===== src/rtl/alu_pkg.sv =====
// Shared types for the ALU result path.
//   RES_W       : width of the 4:1 result mux output
//   OPSEL_W     : width of the mux select / operation tag
//   res_entry_t : one stored result {data, sel, zero, neg, ovf8}
//   res_flags_t : status flags {zero, neg, ovf8}
//   calc_flags  : derives the status flags from a result word
package alu_pkg;

    localparam int RES_W   = 16;
    localparam int OPSEL_W = 2;

    typedef struct packed {
        logic [RES_W-1:0]   data;
        logic [OPSEL_W-1:0] sel;
        logic               zero;
        logic               neg;
        logic               ovf8;
    } res_entry_t;

    typedef struct packed {
        logic zero;
        logic neg;
        logic ovf8;
    } res_flags_t;

    function automatic res_flags_t calc_flags(input logic [RES_W-1:0] data);
        res_flags_t f;
        f.zero = (data == '0);
        f.neg  = data[RES_W-1];
        // Any bit above the low byte means the result does not fit in 8 bits.
        f.ovf8 = |data[RES_W-1:8];
        return f;
    endfunction

endpackage


===== src/rtl/alu_res_fifo.sv =====
// Register FIFO holding res_entry_t words.
//   clk, rst_n : clock, asynchronous active-low reset (clears pointers and storage)
//   push_i     : write wdata_i at the write pointer (caller guarantees not full)
//   wdata_i    : entry to store
//   pop_i      : advance the read pointer (caller guarantees not empty)
//   rdata_o    : head entry, straight from storage
//   count_o    : number of stored entries, 0..DEPTH
module alu_res_fifo
    import alu_pkg::*;
#(
    parameter int DEPTH = 2
) (
    input  logic                     clk,
    input  logic                     rst_n,
    input  logic                     push_i,
    input  res_entry_t               wdata_i,
    input  logic                     pop_i,
    output res_entry_t               rdata_o,
    output logic [$clog2(DEPTH):0]   count_o
);

    localparam int PTR_W = $clog2(DEPTH);

    res_entry_t       mem_q [DEPTH];
    logic [PTR_W-1:0] wr_ptr_q, wr_ptr_d;
    logic [PTR_W-1:0] rd_ptr_q, rd_ptr_d;
    logic [PTR_W:0]   cnt_q, cnt_d;

    // Pointers are exactly log2(DEPTH) bits, so they wrap without a compare.
    always_comb begin
        wr_ptr_d = wr_ptr_q;
        rd_ptr_d = rd_ptr_q;
        cnt_d    = cnt_q;
        if (push_i) wr_ptr_d = wr_ptr_q + 1'b1;
        if (pop_i)  rd_ptr_d = rd_ptr_q + 1'b1;
        case ({push_i, pop_i})
            2'b10:   cnt_d = cnt_q + 1'b1;
            2'b01:   cnt_d = cnt_q - 1'b1;
            default: cnt_d = cnt_q;
        endcase
    end

    always_ff @(posedge clk or negedge rst_n) begin
        if (!rst_n) begin
            wr_ptr_q <= '0;
            rd_ptr_q <= '0;
            cnt_q    <= '0;
        end else begin
            wr_ptr_q <= wr_ptr_d;
            rd_ptr_q <= rd_ptr_d;
            cnt_q    <= cnt_d;
        end
    end

    // Storage is cleared on reset so the head reads as zero afterwards.
    always_ff @(posedge clk or negedge rst_n) begin
        if (!rst_n) begin
            for (int i = 0; i < DEPTH; i++) mem_q[i] <= '0;
        end else if (push_i) begin
            mem_q[wr_ptr_q] <= wdata_i;
        end
    end

    assign rdata_o = mem_q[rd_ptr_q];
    assign count_o = cnt_q;

endmodule


===== src/rtl/alu_result_stage.sv =====
// Result capture stage behind the ALU 4:1 result mux.
// Buffers {result, tag, flags} in a small FIFO with valid/ready on both sides
// and counts delivered results.
//   clk, rst_n            : clock, asynchronous active-low reset
//   in_valid/in_ready     : upstream handshake
//   in_data, in_sel       : mux result and the select that produced it
//   out_valid/out_ready   : downstream handshake
//   out_data, out_sel     : head result and tag
//   out_zero/neg/ovf8     : head flags, computed when the result was captured
//   res_cnt               : delivered results, modulo 2^CNT_W
module alu_result_stage
    import alu_pkg::*;
#(
    parameter int WIDTH = RES_W,
    parameter int DEPTH = 2,
    parameter int CNT_W = 8
) (
    input  logic               clk,
    input  logic               rst_n,
    input  logic               in_valid,
    output logic               in_ready,
    input  logic [WIDTH-1:0]   in_data,
    input  logic [OPSEL_W-1:0] in_sel,
    output logic               out_valid,
    input  logic               out_ready,
    output logic [WIDTH-1:0]   out_data,
    output logic [OPSEL_W-1:0] out_sel,
    output logic               out_zero,
    output logic               out_neg,
    output logic               out_ovf8,
    output logic [CNT_W-1:0]   res_cnt
);

    localparam int             PTR_W     = $clog2(DEPTH);
    localparam logic [PTR_W:0] DEPTH_CNT = (PTR_W + 1)'(DEPTH);

    res_entry_t       wr_entry;
    res_entry_t       head;
    res_flags_t       in_flags;
    logic [PTR_W:0]   fifo_cnt;
    logic             push, pop;
    logic             rdy_en_q;
    logic [CNT_W-1:0] res_cnt_q, res_cnt_d;

    // Flags are computed once, on the way in, and stored with the result.
    always_comb begin
        in_flags       = calc_flags(in_data);
        wr_entry.data  = in_data;
        wr_entry.sel   = in_sel;
        wr_entry.zero  = in_flags.zero;
        wr_entry.neg   = in_flags.neg;
        wr_entry.ovf8  = in_flags.ovf8;
    end

    // rdy_en_q keeps in_ready low during reset and until the first edge after
    // release; in_ready depends only on registered state, never on out_ready.
    assign in_ready  = rdy_en_q && (fifo_cnt < DEPTH_CNT);
    assign out_valid = (fifo_cnt != '0);
    assign push      = in_valid && in_ready;
    assign pop       = out_valid && out_ready;

    alu_res_fifo #(
        .DEPTH (DEPTH)
    ) u_fifo (
        .clk     (clk),
        .rst_n   (rst_n),
        .push_i  (push),
        .wdata_i (wr_entry),
        .pop_i   (pop),
        .rdata_o (head),
        .count_o (fifo_cnt)
    );

    always_comb begin
        res_cnt_d = res_cnt_q;
        if (pop) res_cnt_d = res_cnt_q + 1'b1;
    end

    always_ff @(posedge clk or negedge rst_n) begin
        if (!rst_n) begin
            rdy_en_q  <= 1'b0;
            res_cnt_q <= '0;
        end else begin
            rdy_en_q  <= 1'b1;
            res_cnt_q <= res_cnt_d;
        end
    end

    assign out_data = head.data;
    assign out_sel  = head.sel;
    assign out_zero = head.zero;
    assign out_neg  = head.neg;
    assign out_ovf8 = head.ovf8;
    assign res_cnt  = res_cnt_q;

endmodule

===== config.mk =====
export PLATFORM = sky130hd
export DESIGN_NAME = alu_result_stage
export DESIGN_NICKNAME = d
export VERILOG_FILES = /design/src/rtl/alu_pkg.sv /design/src/rtl/alu_res_fifo.sv /design/src/rtl/alu_result_stage.sv
export SDC_FILE = /design/constraint.sdc
export NUM_CORES = 1
export LEC_CHECK = 0
export CAP_MARGIN = 20
export CORE_MARGIN = 2
export CORE_UTILIZATION = 41
export DETAILED_ROUTE_END_ITERATION = 7
export PLACE_DENSITY_LB_ADDON = 0.3
export SYNTH_ARGS = -nofsm -noshare
export SYNTH_HDL_FRONTEND = slang
export SYNTH_HIERARCHICAL = 1
export SYNTH_SLANG_ARGS = --single-unit

===== constraint.sdc =====
create_clock -name clk -period 3.2 [get_ports clk]
set_input_delay 0.48 -clock clk [delete_from_list [all_inputs] [get_ports clk]]
set_output_delay 0.48 -clock clk [all_outputs]
set_load 0.005 [all_outputs]

**Word level (Yosys, flattened, before mapping)**

Index checks and enable logic that the tools add are counted.

- Register bits: 55
- Input bits: 22

- Add/subtract/negate cells: 5
- Bitwise operators: 2
- Muxes and demuxes: 7
- Reduce and logical (&&, ||, !) cells: 8
- Magnitude comparators: 4
- Equality and inequality tests: 2

Operators by type and width:

| kind | number |
|---|---|
| 2-to-1 mux 21 bit | 4 |
| bitwise mux 42 bit | 1 |
| demux 21 bit (select 1 bit) | 1 |
| zero test 16 bit | 1 |
| adder 8 x 1 -> 8 bit (second input constant) | 1 |
| OR reduction 8 bit | 1 |
| >= comparator 2 bit (second input constant) | 2 |
| logical AND 1 bit | 4 |
| inverter 1 -> 2 bit | 2 |
| case mux 2 bit (2 select lines) | 1 |
| nonzero test 2 bit | 2 |
| adder 1 bit (second input constant) | 2 |
| adder 2 x 1 -> 2 bit (second input constant) | 1 |
| equality test 2 x 1 -> 1 bit (second input constant) | 1 |
| equality test 2 bit (second input constant) | 1 |
| less-than comparator 2 x 1 -> 1 bit (second input constant) | 1 |
| less-than comparator 2 bit (second input constant) | 1 |
| subtractor 2 x 1 -> 2 bit (second input constant) | 1 |

**Depth between registers and ports, before layout**

Gate-level depths: netlist of run 1.

- Depth in word-level cells: 6
- Depth in mapped cells: 7

**Hierarchy**

Netlist of run 1, hierarchy kept.

Modules (own cells, without submodules):

| module | instances | area each (um^2) | cells each |
|---|---|---|---|
| alu_res_fifo | 1 | 2154.6 | 125 |
| alu_result_stage | 1 | 452.9 | 43 |

**Least setup slack after synthesis of run 1**

No wires, ideal clock.

- Path type: reg2reg
- From: register u_fifo.cnt_q[1] (netlist: u_fifo/count_o[1])
- To: register u_fifo/mem_q[22] in the netlist's numbering
- Arrival time: 1.512 ns
- Path buffers: 1
- Clock period less this slack: 1.637 ns
- Stages on the path, launching flop included: 7
- Library setup time: 0.125 ns
- Data required time: 3.075 ns
- Path slack: 1.563 ns
- Cell sequence: dfrtp_1 -> and2b_2 -> and2_1 -> inv_2 -> nor2_4 -> buf_8 -> mux2_4

- Word-level cells in the longest chain between the ends: 3

Ends and longest elaborated chain:

| what | line | source |
|---|---|---|
| from (decl) | alu_res_fifo.sv:27 | `logic [PTR_W:0] cnt_q, cnt_d;` |
| from (signal assigned) | alu_res_fifo.sv:51 | `cnt_q <= cnt_d;` |
| less-than comparator 2 bit | alu_result_stage.sv:57 | `assign in_ready = rdy_en_q && (fifo_cnt < DEPTH_CNT);` |
| logical AND 1 bit | alu_result_stage.sv:57 |  |
| net in_ready | alu_result_stage.sv:21 | `output logic in_ready,` |
| logical AND 1 bit | alu_result_stage.sv:59 | `assign push = in_valid && in_ready;` |
| net push | alu_result_stage.sv:41 | `logic push, pop;` |
| to (signal, indexed assignment) | alu_res_fifo.sv:60 | `mem_q[wr_ptr_q] <= wdata_i;` |
| to (decl) | alu_res_fifo.sv:24 | `res_entry_t mem_q [DEPTH];` |

The timed path passes the listed nets, and every way through them passes these cells.
A chain may end at the register's enable or synchronous reset.

**Worst setup path in the final report of run 1**

- From: register u_fifo.rd_ptr_q
- To: output out_ovf8

- Word-level cells in the longest chain between the ends: 4

Ends and longest elaborated chain:

| what | line | source |
|---|---|---|
| from (decl) | alu_res_fifo.sv:26 | `logic [PTR_W-1:0] rd_ptr_q, rd_ptr_d;` |
| from (signal assigned) | alu_res_fifo.sv:50 | `rd_ptr_q <= rd_ptr_d;` |
| inverter 1 -> 2 bit (implied by the code) | alu_res_fifo.sv:64 | `assign rdata_o = mem_q[rd_ptr_q];` |
| 2-to-1 mux 21 bit (implied by the code) (3 in a row) | alu_res_fifo.sv:64 |  |
| to (decl) | alu_result_stage.sv:30 | `output logic out_ovf8,` |

Every way passes these cells. The select of a mux whose other input is x is not followed.

==> out/qor.txt, run 1 <==
Status = finished, final reports clean
Cells after Synth = 168
Clock share of power = 13.2%
Top cell type's share of synthesized area = 52.8%
Post-synthesis mux area share = 33.0%
Switching power total = 883 uW
Number of synthesized register bits = 55
DR DRC count = 0
Startpoint Class = flip-flop
Die height = 83.8 um
Routed vias/inst = 4.83
Routed WL = 4.64 mm
CP Data Required Time = 2.72 ns
Post_cts resized = 0
Die area = 7010 um^2
Pleak = 1.46 nW
Nets = 248
CTS tree = yes
YS warnings = 6
Initial Util = 41.8%
Longest Clk Path Bufs = 2
Setup TNS = 0 ns
Cell taking the most area after synthesis = dfrtp_1
Mapped Area = 2610 um^2
Internal Pwr Total = 2.19 mW
Total power = 3.07 mW
Core ar. = 6240 um^2
HP Class = in -> async
Most frequent cell after synthesis = dfrtp_1
GRT overflow = 0
Synth Area per Inst = 15.5 um^2
Reg-to-reg endpoint = u_fifo/mem_q[8]
Root buf cell = clkbuf_8
Sw Ratio = 28.8%
Synth Area in Simple Gates = 5.81%
Share of layout cells above drive strength 1 = 37.3%
Slew @ Worst Pin = 0.759 ns
Post-synthesis compound-gate area fraction = 0.624%
Max-slew violations = 0
Htree depth = 2
Post-Synth XOR/XNOR Area = 4.03%
Antenna cells = 0
Cell variety after synth = 24
Die X-Extent = 83.8 um
Area contributors post-synth = dfrtp_1, mux2_4, mux2_2
Cts hold-fix bufs = 0
Post-CTS Setup Inserts = 0
Main synth FF type = dfrtp_1
FF-to-FF Start = u_fifo/count_o[1]
Total iterations of the first detailed-routing run = 4
Maximum VDD drop = 0.375 mV
Worst-path fanout max = 13
Combinational power share = 46.2%
Layout Skew = 0.0103 ns
Cell area power density = 937 nW/um^2
Adder-cell share of the synthesized area = 0.960%
Row cnt = 29
Routed Antenna Nets = 0
Crit end category = output port
Final HPWL DP = 3.11 mm
Max-Cap Viols = 0
EDFF count, synth = 0
Final setup viols = 0
Fin crit period = 2.51 ns
Post-synth top cells = dfrtp_1, mux2_4, mux2_2, nand2_1
GR Util All Layers = 14.2%
R2R setup slack = 1.22 ns
Mapped Nets = 192
Clock latency on the worst-skew pair = 0.32 ns
Final hold violations = 0
Cts bufs inserted = 5
Largest net degree at the start of global routing = 56
RSZ-0062 raised after global routing = no
Worst Path Arrival = 2.03 ns
RD Place Congestion = 0.732
Total number of vias = 1459
Final period util = 78.4%
Global-route wire length before repair = 7.85 mm
FF-to-FF path depth = 4
Part of the Yosys area used for sequential elements = 52.8%
Max-slew headroom = 49.2%
Asr flop ratio synth = 100%
FMAX = 399 MHz
I/O pin count = 53
Critical path type = reg -> out
PortBufs = 52
Avg WL per Cell = 15.4 um
Clk sinks = 55
Main combinational cell family by area after synthesis = multiplexers
Worst-path clk slew = 0.11 ns
Synth-to-Final Area Change = 25.6%
Initial antenna violation count = 0
Vias in the first global route = 1537
Seq pwr share = 40.7%
DR iter-0 viols = 63
[sequential cells by signal (all words and copies together), names as in the netlist]
name / flops
u_fifo/mem_q: 42
res_cnt: 8
u_fifo/count_o: 2
rdy_en_q: 1
u_fifo/rd_ptr_q: 1
u_fifo/wr_ptr_q: 1
[critical path, stage by stage, from the launching register on]
cell,delay (ns)
dfrtp_1,0.60
buf_4,0.31
mux2_2,0.37
clkdlybuf4s50_1,0.45
[through the flow]
step / instances / setup WS (ns) / area, um^2 / utilization, % / hold slack, ns
finish: 302 / 0.691 / 3270 / 52.5 / 0.269
global placement: 294 / 0.998 / 3180 / 50.9 / 0.470
CTS: 302 / 0.650 / 3270 / 52.5 / 0.304
global route: 302 / 0.573 / 3270 / 52.5 / 0.319
floorplan: 168 / 1.56 / 2610 / - / 0.184
detailed placement: 294 / 1.00 / 3180 / 50.9 / 0.479
[per-layer routing]
| metal | part of all wire, % | GRT usage, % |
|---|---|---|
| met5 | 0 | 0 |
| met3 | 3.3 | 4.25 |
| met2 | 46 | 21.4 |
| met1 | 50 | 20.2 |
| met4 | 1.0 | 3.52 |
[logic make-up after synthesis]
group	count (synthesis)
DFF	55
muxes	63
AOI/OAI and AO/OA	1
xor gates and xnor gates	12
and+or+nand+nor	26
adders and majority gates	2
other	1
buffers and inverters	8
[layout by cell type (no fill, tap or decap), types with 3 or more instances in the layout]
cell type / n
mux2_2: 23
clkdlybuf4s50_1: 51
buf_4: 3
xor2_1: 6
mux2_4: 40
nand2_1: 7
xnor2_1: 6
nor4_1: 4
dfrtp_1: 55
clkbuf_8: 5
nand4_1: 3
nor2_1: 3
[power by group through the flow]
stage / logic, mW / clock network (mW) / registers, mW
floorplan: 0.880 / 0 / 1.18
global placement: 1.42 / 0 / 1.26
detailed placement: 1.44 / 0 / 1.25
CTS: 1.44 / 0.421 / 1.25
global route: 1.53 / 0.450 / 1.30
finish: 1.42 / 0.405 / 1.25
[layout make-up]
type | count | area (um^2)
fillers | 552 | 2970
flip-flops and latches | 55 | 1380
multi-input cells | 105 | 1160
repair buffers | 55 | 538
well taps | 77 | 96.3
clock buffers | 5 | 68.8
clock inverters | 3 | 26.3
inverters | 2 | 7.51
[how the worst max path moves through the flow]
stage / start / end / slack, ns / depth (start not counted)
after global placement: u_fifo/rd_ptr_q / out_ovf8 / 1.0 / 3
after global routing: u_fifo/rd_ptr_q / out_ovf8 / 0.57 / 3
final: u_fifo/rd_ptr_q / out_ovf8 / 0.69 / 3
after CTS: u_fifo/rd_ptr_q / out_ovf8 / 0.65 / 3
after floorplan: u_fifo/count_o[1] / u_fifo/mem_q[22] / 1.56 / 6
after detailed placement: in_valid / u_fifo/mem_q[10] / 1.00 / 4
(Power assumes the default switching activity.)
==> inputs of run 2 (changes only) <==
==> constraint.sdc (replaced) <==
create_clock -name clk -period 2.45 [get_ports clk]
set_input_delay 0.3675 -clock clk [delete_from_list [all_inputs] [get_ports clk]]
set_output_delay 0.3675 -clock clk [all_outputs]
set_load 0.005 [all_outputs]
==> out/qor.txt, run 2 (synthesis gave the netlist of run 1 again) <==
Cts hold-fix bufs = 0
Critical path type = reg -> out
Final HPWL DP = 3.20 mm
Root buf cell = clkbuf_8
Initial antenna violation count = 0
Routed vias/inst = 4.86
Avg WL per Cell = 15.3 um
Largest net degree at the start of global routing = 56
Initial Util = 41.8%
Maximum VDD drop = 0.525 mV
Final setup viols = 0
FMAX = 479 MHz
Final hold violations = 0
Antenna cells = 0
Crit path largest cell delay = 0.45 ns
Worst-path fanout max = 13
Share of layout cells above drive strength 1 = 37.9%
CTS tree = yes
Total number of vias = 1476
Combinational power share = 47.3%
Die height = 83.8 um
Post-CTS Setup Inserts = 0
RD Place Congestion = 0.740
Post_cts resized = 0
I/O pin count = 53
Die area = 7010 um^2
Global-route wire length before repair = 8.27 mm
FF-to-FF Start = u_fifo/count_o[1]
Worst path slowest cell = clkdlybuf4s50_1
Fin area = 3330 um^2
Vias in the first global route = 1584
Layout Skew = 0.0101 ns
Reg-to-reg endpoint = u_fifo/mem_q[12]
Pleak = 1.49 nW
CP delay by family, top = buffers and inverters
Total iterations of the first detailed-routing run = 4
CP Data Required Time = 2.08 ns
DR DRC count = 0
Final period util = 85.3%
Reg with most FFs = u_fifo/mem_q
Placed inst area = 3230 um^2
Switching power total = 1.14 mW
Clk sinks = 55
CP cell instances = buf_4 -> mux2_2 -> clkdlybuf4s50_1
Fin crit period = 2.09 ns
Commonest cells after routing, fill and taps aside = dfrtp_1, clkdlybuf4s50_1, mux2_4
Setup TNS = 0 ns
Post-Layout Cell Count = 304
Htree depth = 2
Clock latency on the worst-skew pair = 0.31 ns
Core ar. = 6240 um^2
R2R setup slack = 0.63 ns
Cts bufs inserted = 5
Commonest non-fill, non-tap cell in the layout = dfrtp_1
Longest Clk Path Bufs = 2
Die X-Extent = 83.8 um
Placed insts = 296
Clock share of power = 12.9%
Sw Ratio = 28.2%
Number of flip-flops in the largest register = 42
Total power = 4.04 mW
Internal Pwr Total = 2.90 mW
Synth-to-Final Area Change = 27.7%
Seq pwr share = 39.8%
HP Class = in -> async
Row cnt = 29
DR iter-0 viols = 51
Status = finished, final reports clean
Routed Antenna Nets = 0
Cell area power density = 1210 nW/um^2
Max-slew violations = 0
Startpoint Class = flip-flop
Worst-path clk slew = 0.10 ns
Max-Cap Viols = 0
FF-to-FF path depth = 5
GRT overflow = 0
GR Util All Layers = 14.6%
RSZ-0062 raised after global routing = no
Nets = 250
Routed WL = 4.65 mm
Worst Path Arrival = 1.72 ns
WP buf/inv = 2
PortBufs = 52
Crit end category = output port
run 2: how the worst max path moves through the flow:
stage / start / endpoint / slack [ns] / cells after the start
4_1_cts: u_fifo/rd_ptr_q / out_ovf8 / 0.34 / 3
3_3_place_gp: in_valid / u_fifo/mem_q[4] / 0.55 / 5
3_5_place_dp: in_valid / u_fifo/mem_q[11] / 0.53 / 5
2_1_floorplan: u_fifo/count_o[1] / u_fifo/mem_q[22] / 0.81 / 6
5_1_grt: u_fifo/rd_ptr_q / out_ovf8 / 0.26 / 3
6_report: u_fifo/rd_ptr_q / out_ovf8 / 0.36 / 3
run 2: routing by layer:
layer	wire, um	global-route usage (%)	share of wire, %
met1	2270	21.1	49
met2	2220	22.6	48
met3	130	3.66	2.8
met4	31	2.64	0.67
met5	0	0	0
run 2: per-stage QoR:
| step | utilization [%] | hold slack, ns | setup WS, ns |
|---|---|---|---|
| CTS | 53.4 | 0.0482 | 0.339 |
| global route | 53.4 | 0.0397 | 0.256 |
| floorplan | - | 0.0719 | 0.813 |
| finish | 53.4 | 0.0417 | 0.361 |
| detailed placement | 51.8 | 0.386 | 0.525 |
| global placement | 51.8 | 0.389 | 0.547 |
run 2: layout make-up:
class                           instances  area (um^2)
Clock buffer                            6         82.6
Sequential cell                        55         1380
Clock inverter                          2         16.3
Tap cell                               77         96.3
Multi-Input combinational cell        105         1160
Timing Repair Buffer                   57          591
Inverter                                2         7.51
Fill cell                             540         2910
run 2: worst reg2reg max path: stages, from the launching register on:
cell	delay [ns]
dfrtp_1	0.45
and2b_2	0.25
and2_1	0.20
nand2_2	0.28
buf_12	0.22
mux2_4	0.31
run 2: power by group through the flow:
stage                     registers (mW)  clock network [mW]  logic [mW]
after CTS                           1.61               0.549        1.94
after global routing                1.67               0.596        2.06
after global placement              1.61                   0        1.91
after detailed placement            1.62                   0        1.93
after floorplan                     1.55                   0        1.15
final                               1.61               0.523        1.91
==> inputs of run 3 (changes only) <==
--- a/config.mk
+++ b/config.mk
@@ -8,6 +8,7 @@
 export CAP_MARGIN = 20
 export CORE_MARGIN = 2
 export CORE_UTILIZATION = 41
+export CTS_BUF_LIST = sky130_fd_sc_hd__clkbuf_2
 export DETAILED_ROUTE_END_ITERATION = 7
 export PLACE_DENSITY_LB_ADDON = 0.3
 export SYNTH_ARGS = -nofsm -noshare
==> out/qor.txt, run 3 (synthesis gave the netlist of run 1 again) <==
Crit end category = output port
Longest Clk Path Bufs = 2
Core ar. = 6240 um^2
Die area = 7010 um^2
PortBufs = 52
Total iterations of the first detailed-routing run = 2
Die height = 83.8 um
DR iter-0 viols = 59
Crit path largest cell delay = 0.45 ns
Die X-Extent = 83.8 um
Setup TNS = 0 ns
Clk sinks = 55
Vias in the first global route = 1595
Post-Layout Cell Count = 305
Htree depth = 2
Routed Antenna Nets = 0
Cell area power density = 1180 nW/um^2
Commonest non-fill, non-tap cell in the layout = dfrtp_1
Antenna cells = 0
Post-CTS Setup Inserts = 0
Fill cells = 544
Fin crit period = 2.28 ns
Internal Pwr Total = 2.74 mW
Maximum VDD drop = 0.502 mV
CP Data Required Time = 2.08 ns
Root buf cell = clkbuf_2
Number of flip-flops in the largest register = 42
Pleak = 1.47 nW
Startpoint Class = flip-flop
Critical path type = reg -> out
Seq pwr share = 41.3%
Cts bufs inserted = 5
Initial Util = 41.8%
CP delay by family, top = buffers and inverters
Multi-input gate area = 1160 um^2
Final period util = 93.2%
Switching power total = 1.14 mW
GR Util All Layers = 15.1%
HP Class = in -> async
CP cell instances = buf_6 -> mux2_2 -> clkdlybuf4s50_1
Worst-path fanout max = 13
Max-Cap Viols = 0
FF-to-FF Start = u_fifo/count_o[1]
Layout Skew = 0.0287 ns
R2R setup slack = 0.61 ns
FMAX = 438 MHz
Combinational power share = 49.5%
Largest net degree at the start of global routing = 56
Clock share of power = 9.2%
Routed vias/inst = 4.86
Final HPWL DP = 3.20 mm
Register Area = 1380 um^2
Share of layout cells above drive strength 1 = 37.3%
Worst Path Arrival = 1.92 ns
Global-route wire length before repair = 8.42 mm
Initial antenna violation count = 0
Clock latency on the worst-skew pair = 0.45 ns
Row cnt = 29
WP buf/inv = 2
I/O pin count = 53
Final setup viols = 0
Reg with most FFs = u_fifo/mem_q
CTS tree = yes
GRT overflow = 0
Max-slew violations = 0
Status = finished, final reports clean
RD Place Congestion = 0.740
Placed insts = 296
CP startpoint = u_fifo/rd_ptr_q
Nets = 251
Synth-to-Final Area Change = 26.2%
Commonest cells after routing, fill and taps aside = dfrtp_1, clkdlybuf4s50_1, mux2_4
Worst-path clk slew = 0.28 ns
Total number of vias = 1482
Sw Ratio = 29.4%
Worst path slowest cell = clkdlybuf4s50_1
Avg WL per Cell = 15.5 um
Routed WL = 4.74 mm
RSZ-0062 raised after global routing = no
DR DRC count = 0
Final hold violations = 0
==> run 3: cell types whose count changed in the layout (fill, tap and decap cells not counted) <==
cell	change
buf_6	+1
buf_4	-1
clkbuf_8	-6
clkbuf_2	+5
clkinv_1	+1
dlygate4sd3_1	+1
==> run 3: timing repair <==
item	CTS	global route
hold buffers	1	0
endpoints found under the hold margin	55	0
gates resized for setup	0	1
setup endpoints to repair	0	1
==> run 3: path summary, 6_finish.rpt <==
| path | endpoint | cells past startpoint |
|---|---|---|
| max reg2reg | u_fifo/mem_q[12] | 5 |
| min in group clk | res_cnt[7] | 1 |
| min reg2reg | res_cnt[7] | 1 |
| min | u_fifo/mem_q[18] | 3 |
| max | out_ovf8 | 3 |
| max in group asynchronous | u_fifo/mem_q[28] | 3 |
==> run 3: power by group through the flow <==
stage	sequential (mW)	clock (mW)	combinational (mW)
CTS	1.60	0.374	1.94
floorplan	1.55	0	1.15
global placement	1.61	0	1.91
finish	1.60	0.358	1.92
global route	1.67	0.426	2.07
detailed placement	1.62	0	1.93
==> run 3: metrics by stage <==
step	setup WS (ns)	power, mW	utilization [%]	cell area, um^2	hold WS (ns)
CTS	0.111	3.92	52.7	3290	0.377
floorplan	0.813	2.70	-	2610	0.0719
finish	0.166	3.88	52.7	3290	0.390
detailed placement	0.525	3.55	51.8	3230	0.386
global placement	0.547	3.52	51.8	3230	0.389
global route	0.0362	4.17	52.7	3290	0.350
==> run 3: per-layer routing <==
metal	track usage, %	vias to the layer above	share of wire, %
met5	0	-	0
met4	3.96	0	1.1
met3	3.66	7	2.8
met2	23.3	27	47
met1	21.3	739	49
li1	-	709	-
==> run 3: worst reg2reg max path, stage by stage (launching register included) <==
cell and delay [ns]:
dfrtp_1 0.51, and2b_2 0.25, and2_1 0.20, nand2_2 0.28, buf_12 0.22, mux2_4 0.31
==> run 3: layout make-up <==
| cell class | instances | share of cell area, % |
|---|---|---|
| sequential | 55 | 41.8 |
| inverter | 2 | 0.228 |
| timing repair buffer | 58 | 18.4 |
| clock buffer | 5 | 0.760 |
| clock inverter | 3 | 0.608 |
| tap | 77 | 2.93 |
| multi-input combinational | 105 | 35.3 |
